### src/rtl/stopwatch_ctrl_if.sv
// Button, counter and display signals between the board/stopwatch side and the controller.
`timescale 1ns/1ps
interface stopwatch_ctrl_if #(
    parameter int unsigned TIME_W = 8
);
    logic              start_stop_i;
    logic              lap_i;
    logic              clear_i;
    logic [TIME_W-1:0] time_i;
    logic              count_o;
    logic              clear_o;
    logic [TIME_W-1:0] disp_o;
    logic              running_o;
    logic              lap_active_o;

    // Board/stopwatch side: drives buttons and counter value, observes controls.
    modport master (
        output start_stop_i, lap_i, clear_i, time_i,
        input  count_o, clear_o, disp_o, running_o, lap_active_o
    );

    // Controller side.
    modport slave (
        input  start_stop_i, lap_i, clear_i, time_i,
        output count_o, clear_o, disp_o, running_o, lap_active_o
    );
endinterface

### src/rtl/stopwatch_ctrl.sv
// Stopwatch front-end: button synchronisers, press detection, run/pause/lap FSM
// and a clear sequencer that first arms the counter so it honours the clear.
`timescale 1ns/1ps
module stopwatch_ctrl #(
    parameter int unsigned TIME_W      = 8,
    parameter int unsigned SYNC_STAGES = 2
) (
    input  logic             clk_i,
    input  logic             reset_ni,
    stopwatch_ctrl_if.slave  bus
);

    localparam int unsigned N_BTN = 3;

    typedef enum logic [2:0] {
        S_IDLE     = 3'd0,
        S_RUN      = 3'd1,
        S_PAUSE    = 3'd2,
        S_CLR_ARM  = 3'd3,
        S_CLR_FIRE = 3'd4
    } state_t;

    logic [SYNC_STAGES-1:0] r_sync_ss;
    logic [SYNC_STAGES-1:0] r_sync_lap;
    logic [SYNC_STAGES-1:0] r_sync_clr;
    logic [N_BTN-1:0]       w_synced;   // {clr, lap, ss}
    logic [N_BTN-1:0]       r_prev;
    logic [N_BTN-1:0]       w_rise;
    logic [N_BTN-1:0]       r_pulse;
    logic                   w_do_clr;
    logic                   w_do_ss;
    logic                   w_do_lap;

    state_t                 r_state;
    state_t                 w_state_nxt;
    logic [TIME_W-1:0]      r_lap_q;
    logic [TIME_W-1:0]      w_lap_q_nxt;
    logic                   r_lap_active;
    logic                   w_lap_active_nxt;
    logic                   r_count;
    logic                   r_clear;
    logic                   r_running;
    logic                   w_count_nxt;
    logic                   w_clear_nxt;
    logic                   w_running_nxt;

    assign w_synced = {r_sync_clr[SYNC_STAGES-1], r_sync_lap[SYNC_STAGES-1],
                       r_sync_ss[SYNC_STAGES-1]};
    assign w_rise   = w_synced & ~r_prev;

    // Synchronise raw buttons, then register a one-cycle pulse per rising level.
    always_ff @(posedge clk_i or negedge reset_ni) begin
        if (!reset_ni) begin
            r_sync_ss  <= '0;
            r_sync_lap <= '0;
            r_sync_clr <= '0;
            r_prev     <= '0;
            r_pulse    <= '0;
        end else begin
            r_sync_ss  <= {r_sync_ss[SYNC_STAGES-2:0],  bus.start_stop_i};
            r_sync_lap <= {r_sync_lap[SYNC_STAGES-2:0], bus.lap_i};
            r_sync_clr <= {r_sync_clr[SYNC_STAGES-2:0], bus.clear_i};
            r_prev     <= w_synced;
            r_pulse    <= w_rise;
        end
    end

    // Resolve simultaneous presses: clear beats start/stop beats lap.
    assign w_do_clr = r_pulse[2];
    assign w_do_ss  = r_pulse[0] & ~r_pulse[2];
    assign w_do_lap = r_pulse[1] & ~r_pulse[0] & ~r_pulse[2];

    // State, lap register and registered Moore outputs.
    always_ff @(posedge clk_i or negedge reset_ni) begin
        if (!reset_ni) begin
            r_state      <= S_IDLE;
            r_lap_q      <= '0;
            r_lap_active <= 1'b0;
            r_count      <= 1'b0;
            r_clear      <= 1'b0;
            r_running    <= 1'b0;
        end else begin
            r_state      <= w_state_nxt;
            r_lap_q      <= w_lap_q_nxt;
            r_lap_active <= w_lap_active_nxt;
            r_count      <= w_count_nxt;
            r_clear      <= w_clear_nxt;
            r_running    <= w_running_nxt;
        end
    end

    // Next state, lap handling, and outputs decoded from the next state so
    // they leave flops in step with the state register.
    always_comb begin
        w_state_nxt      = r_state;
        w_lap_q_nxt      = r_lap_q;
        w_lap_active_nxt = r_lap_active;
        w_count_nxt      = 1'b0;
        w_clear_nxt      = 1'b0;
        w_running_nxt    = 1'b0;

        case (r_state)
            S_IDLE: begin
                if (w_do_clr) begin
                    w_state_nxt = S_CLR_ARM;
                end else if (w_do_ss) begin
                    w_state_nxt = S_RUN;
                end
            end
            S_RUN: begin
                if (w_do_clr) begin
                    w_state_nxt = S_CLR_FIRE;
                end else if (w_do_ss) begin
                    w_state_nxt = S_PAUSE;
                end else if (w_do_lap) begin
                    if (!r_lap_active) begin
                        w_lap_q_nxt      = bus.time_i;
                        w_lap_active_nxt = 1'b1;
                    end else begin
                        w_lap_active_nxt = 1'b0;
                    end
                end
            end
            S_PAUSE: begin
                if (w_do_clr) begin
                    w_state_nxt = S_CLR_ARM;
                end else if (w_do_ss) begin
                    w_state_nxt = S_RUN;
                end else if (w_do_lap) begin
                    w_lap_active_nxt = 1'b0;
                end
            end
            S_CLR_ARM: begin
                w_state_nxt = S_CLR_FIRE;
            end
            S_CLR_FIRE: begin
                w_state_nxt      = S_IDLE;
                w_lap_active_nxt = 1'b0;
            end
            default: begin
                w_state_nxt      = S_IDLE;
                w_lap_active_nxt = 1'b0;
            end
        endcase

        w_count_nxt   = (w_state_nxt == S_RUN) || (w_state_nxt == S_CLR_ARM);
        w_clear_nxt   = (w_state_nxt == S_CLR_FIRE);
        w_running_nxt = (w_state_nxt == S_RUN);
    end

    assign bus.count_o      = r_count;
    assign bus.clear_o      = r_clear;
    assign bus.running_o    = r_running;
    assign bus.lap_active_o = r_lap_active;
    assign bus.disp_o       = r_lap_active ? r_lap_q : bus.time_i;

endmodule

### src/flat_wrapper.sv
// flat-port wrapper written by rule: the top's interface ports become plain ports
module stopwatch_ctrl_flat 
#(
    parameter int unsigned TIME_W      = 8,
    parameter int unsigned SYNC_STAGES = 2
)
  (clk_i, reset_ni, bus_start_stop_i, bus_lap_i, bus_clear_i, bus_time_i, bus_count_o, bus_clear_o, bus_disp_o, bus_running_o, bus_lap_active_o);
  stopwatch_ctrl_if #(.TIME_W(TIME_W)) bus_i ();
  input  logic clk_i;
  input  logic reset_ni;
  input wire logic [$bits(bus_i.start_stop_i)-1:0] bus_start_stop_i;
  input wire logic [$bits(bus_i.lap_i)-1:0] bus_lap_i;
  input wire logic [$bits(bus_i.clear_i)-1:0] bus_clear_i;
  input wire logic [$bits(bus_i.time_i)-1:0] bus_time_i;
  output wire logic [$bits(bus_i.count_o)-1:0] bus_count_o;
  output wire logic [$bits(bus_i.clear_o)-1:0] bus_clear_o;
  output wire logic [$bits(bus_i.disp_o)-1:0] bus_disp_o;
  output wire logic [$bits(bus_i.running_o)-1:0] bus_running_o;
  output wire logic [$bits(bus_i.lap_active_o)-1:0] bus_lap_active_o;
  assign bus_i.start_stop_i = bus_start_stop_i;
  assign bus_i.lap_i = bus_lap_i;
  assign bus_i.clear_i = bus_clear_i;
  assign bus_i.time_i = bus_time_i;
  assign bus_count_o = bus_i.count_o;
  assign bus_clear_o = bus_i.clear_o;
  assign bus_disp_o = bus_i.disp_o;
  assign bus_running_o = bus_i.running_o;
  assign bus_lap_active_o = bus_i.lap_active_o;
  stopwatch_ctrl #(.TIME_W(TIME_W), .SYNC_STAGES(SYNC_STAGES)) u_core (.clk_i(clk_i), .reset_ni(reset_ni), .bus(bus_i));
endmodule
### config.mk
export PLATFORM = sky130hd
export DESIGN_NAME = stopwatch_ctrl_flat
export DESIGN_NICKNAME = d
export VERILOG_FILES = /design/src/rtl/stopwatch_ctrl_if.sv /design/src/rtl/stopwatch_ctrl.sv /design/src/flat_wrapper.sv
export SDC_FILE = /design/constraint.sdc
export NUM_CORES = 1
export LEC_CHECK = 0
export ABC_AREA = 1
export BUFFER_PORTS_ARGS = -buffer_cell sky130_fd_sc_hd__clkbuf_2
export CORE_MARGIN = 2
export CORE_UTILIZATION = 40
export DETAILED_ROUTE_END_ITERATION = 7
export PLACE_DENSITY_LB_ADDON = 0.05
export SLEW_MARGIN = 20
export SYNTH_ARGS = -nofsm -noshare
export SYNTH_HDL_FRONTEND = slang
export SYNTH_SLANG_ARGS = --single-unit
### constraint.sdc
create_clock -name clk_i -period 2.84 [get_ports clk_i]
set_input_delay 0.426 -clock clk_i [delete_from_list [all_inputs] [get_ports clk_i]]
set_output_delay 0.426 -clock clk_i [all_outputs]
set_load 0.01 [all_outputs]
# After elaboration in Yosys (flattened, before gate mapping)
# Index checks and enable logic that the tools add are counted.
op_classes:
  n_reduce_logical: 6
  n_eq_ne: 12
  bitwise_logic: 9
  n_mux: 14
op_table:
  columns: ["cell", "count"]
  rows:
  - ["two-way mux 3 bit", 4]
  - ["equality test 3 x 2 -> 1 bit, second input constant", 3]
  - ["case mux 3 bit (3 select lines)", 1]
  - ["two-way mux 8 bit", 1]
  - ["inequality test 2 bit, second input constant", 4]
  - ["two-way mux 1 bit", 7]
  - ["AND reduction 7 bit", 1]
  - ["equality test 3 x 1 -> 1 bit, second input constant", 2]
  - ["inequality test 2 x 1 -> 1 bit, second input constant", 2]
  - ["inverter 1 bit", 4]
  - ["AND reduction 4 bit", 1]
  - ["OR reduction 2 bit", 2]
  - ["AND 1 bit", 3]
  - ["AND 3 bit", 1]
  - ["equality test 3 bit, second input constant", 1]
  - ["logical NOT 3 bit", 1]
  - ["inverter 3 bit", 1]
  - ["case mux 1 bit (3 select lines)", 1]
  - ["logical OR 1 bit", 1]
totals:
  register_bits: 27
  out_inout_bits: 12
  inputBits: 13
  word_cells: 52

# Longest topological paths before layout
logic_depth:
  word_depth: 7
  depth_mapped: 7

# Least setup slack after synthesis
# No wires, ideal clock.
synth_timing:
  path_kind: "register to output"
  start: "register u_core.r_lap_active, in the netlist u_core.bus.lap_active_o"
  end: "output port bus_disp_o[5]"
  path_slack_ns: 1.438
  arrival_ns: 0.976
  path_buffers: 2
  required_time_ns: 2.414
  path_stages_with_launch: 4
  path_cell_list: "dfrtp_1 buf_2 buf_6 a21oi_1"
synth_between:
  elab_chain_len: 1
synth_rtl:
  columns: ["element", "line_no", "source"]
  rows:
  - ["start: declaration", "stopwatch_ctrl.sv:38", "logic r_lap_active;"]
  - ["start signal: assignment", "stopwatch_ctrl.sv:85", "r_lap_active <= w_lap_active_nxt;"]
  - ["two-way mux 8 bit", null, null]
  - ["end: declaration", "flat_wrapper.sv:17", "output wire logic [$bits(bus_i.disp_o)-1:0] bus_disp_o;"]
# No other way between the ends.

# Worst setup path after layout
# Same ends and word-level chain as after synthesis.

==> run metrics <==
CTS tree done; CTS Root Buffer Type clkbuf_4; Worst path max stage delay 720 ps; global-route wire length before repair 2.84 mm; maximum fanout along the worst path 19; Via density 4.52; total track usage 11.5%; DRT antenna net count 0; largest cells by area after synthesis dfrtp_1 (61%), nand2_1 (6.4%), nor2_1 (6.1%), inv_1 (5.4%), a21oi_1 (3.6%); Die Ht 56.6 microns; Clk pin slew, worst setup/hold paths 150 ps; Final Skew 4.59 ps; Fin. Hold Viols 0; ant diodes 0; number of flops mapped to enable cells by yosys 0; ys async rst share 100%; Post-synth top cells dfrtp_1 (27), nand2_1 (19), nor2_1 (18), inv_1 (16), a21oi_1 (8); FMAX 0.510 GHz; Detail Placement HPWL 1.18 mm; crit-path leading delay family flip-flops; Hold Buf Count CTS 0; post-CTS setup buffer count 0; fin crit share 69.0%; routed wire length 1.59 mm; status finished, final reports clean; Avg Cell Area, Syn 9.80 sq um; Synth Register Bits 27; Fin Setup TNS 0 ps; sequential area share after synthesis 61.0%; biggest area consumer among synthesized cells dfrtp_1; Worst Setup SP u_core.bus.lap_active_o; Least-Margin Pin Slew 635 ps; Clock Path Buffers 2; CP bufs+invs 1; CP Class reg2out; Placed Cells 165; Core Area 2690 sq um; startpoint types flip-flop; Max Slew Vio Count 0; final non-filler cell total 169; Arrival @ worst endpoint 1530 ps; RSZ-0062 raised after global routing no; crit path cell chain nor2_1 > a21oi_1 > clkbuf_2; Synth Area in Compound Gates 9.60%; initial antenna violation count 0; final worst slack 880 ps; Synth top area share 61.0%; Slew Limit Headroom 57.7%; pwr/cell area 901 nW/um^2; fin util 47.1%; vias in the first global route 689; Remaining Overflow, GRT 0; via count 764; DR iter-0 viols 27; final instance area 1270 sq um; Post-Syn Area 1110 sq um; Initial Util 41.2%; top-count cell post-synth dfrtp_1; CP Data Required Time 2410 ps; ys flop type dfrtp_1; share of cells above drive strength 1 28.3%; Leakage 0.688 nW; Yosys warnings 0; adder-cell share of the synthesized area 0%; # resized after CTS 0; pin count of the biggest net entering global routing 28; Die Wd 56.6 microns; Synth-to-Final Area Change 14.3%; Peak VDD IR 386 uV; Port-buffer cells 24; Max Cap Viol 0; Clock Sink Count 27; number of I/O pins 25; total power draw 1.14 mW; Die Area 3210 sq um; Final #Nets 152; Synth cell types 19; largest family of logic cells by synthesized area simple AND/OR/NAND/NOR gates; router iterations before antenna repair 4; post-placement cell area 1230 sq um; Simple-Gate Fraction of Synth Area 20.5%; # DRC 0; row cnt 19; mux cell area share after synthesis 0%; net count after synthesis 126; Final Setup Violations 0; critical path's slowest cell dfrtp_1; hold_ws 86.2 ps; launching point of the worst reg2reg path u_core.bus.lap_active_o; Wirelength per Cell 9.43 microns; post-place setup slack 1240 ps; Clock Latency Late Sink 330 ps; CTS buffer count 3; Final Critical Period 1960 ps; Setup crit end kind output port; synthesized instance count 113; Final Wtd Congestion 0.731; Hold WC Path Type in2async; Synth Area in XOR/XNOR 0%; H-tree depth 1
[worst reg2reg max path: stages, from the launching register on]
cell	delay [ps]
dfrtp_1	720
nor2_1	110
a21oi_1	200
nand2_1	80
o21ai_0	70
[cell usage in the layout, fill, tap and decap left out]
master    synthesis  routed
clkbuf_4          0       3
clkbuf_2          0      24
o21ai_2           2       2
nor2_1           18      18
nand3_4           1       1
o21ai_0           7       7
nand3_1           3       3
inv_2             2       2
a21oi_2           1       1
a21oi_1           8       8
nand2_4           1       1
nand2_2           2       2
nor2_4            1       1
nor2_8            1       1
inv_1            16      16
o21ai_1           1       1
nand2_1          19      19
dfrtp_1          27      27
inv_6             0       1
[sequential cells by signal, summed over array words and instances, names as in the netlist]
name                     cells
u_core.bus.clear_o           1
u_core.bus.running_o         1
u_core.r_prev                3
u_core.r_sync_clr            2
u_core.r_lap_q               8
u_core.bus.lap_active_o      1
u_core.bus.count_o           1
u_core.r_sync_lap            2
u_core.r_pulse               3
u_core.r_sync_ss             2
u_core.r_state               3
[final cells by class]
cell class / count / area [sq um]
Fill cell: 270 / 1420
Sequential cell: 27 / 676
Multi-Input combinational cell: 65 / 333
Timing Repair Buffer: 24 / 120
Inverter: 18 / 67.6
Tap cell: 31 / 38.8
Clock buffer: 3 / 22.5
Clock inverter: 1 / 8.76
[cells by family (layout without fill, tap and decap cells)]
group                  count (synthesis)  after routing
flip-flops                            27             27
AND/OR/NAND/NOR                       46             46
AO/OA/AOI/OAI                         19             19
buffers and inverters                 21             46
[layer usage]
layer	share of wire, %	vias to the layer above	track usage (%)
met5	0	-	0
met1	45	351	14.0
met2	49	14	18.9
met3	4.7	2	2.76
met4	1.2	0	6.12
li1	-	397	-
[worst paths after layout]
kind | cells past startpoint | slack, ps | endpoint
worst min-delay path | 1 | 90 | u_core.bus.count_o
worst min register to register | 0 | 370 | u_core.r_sync_lap[1]
worst max-delay path | 3 | 880 | bus_disp_o[5]
min in group clk_i | 1 | 190 | u_core.r_sync_lap[0]
max in group asynchronous | 1 | 2350 | u_core.r_lap_q[6]
worst max register to register | 4 | 1600 | u_core.r_lap_q[3]
[report_power, final]
| group | leakage [nW] | total (mW) | switching, mW | internal (mW) |
|---|---|---|---|---|
| Clock | 0.0183 | 0.174 | 0.117 | 0.0574 |
| Combinational | 0.341 | 0.404 | 0.251 | 0.153 |
| Sequential | 0.328 | 0.564 | 0.0712 | 0.492 |
| Total | 0.688 | 1.14 | 0.439 | 0.703 |
Power figures use the tool's default switching activity.
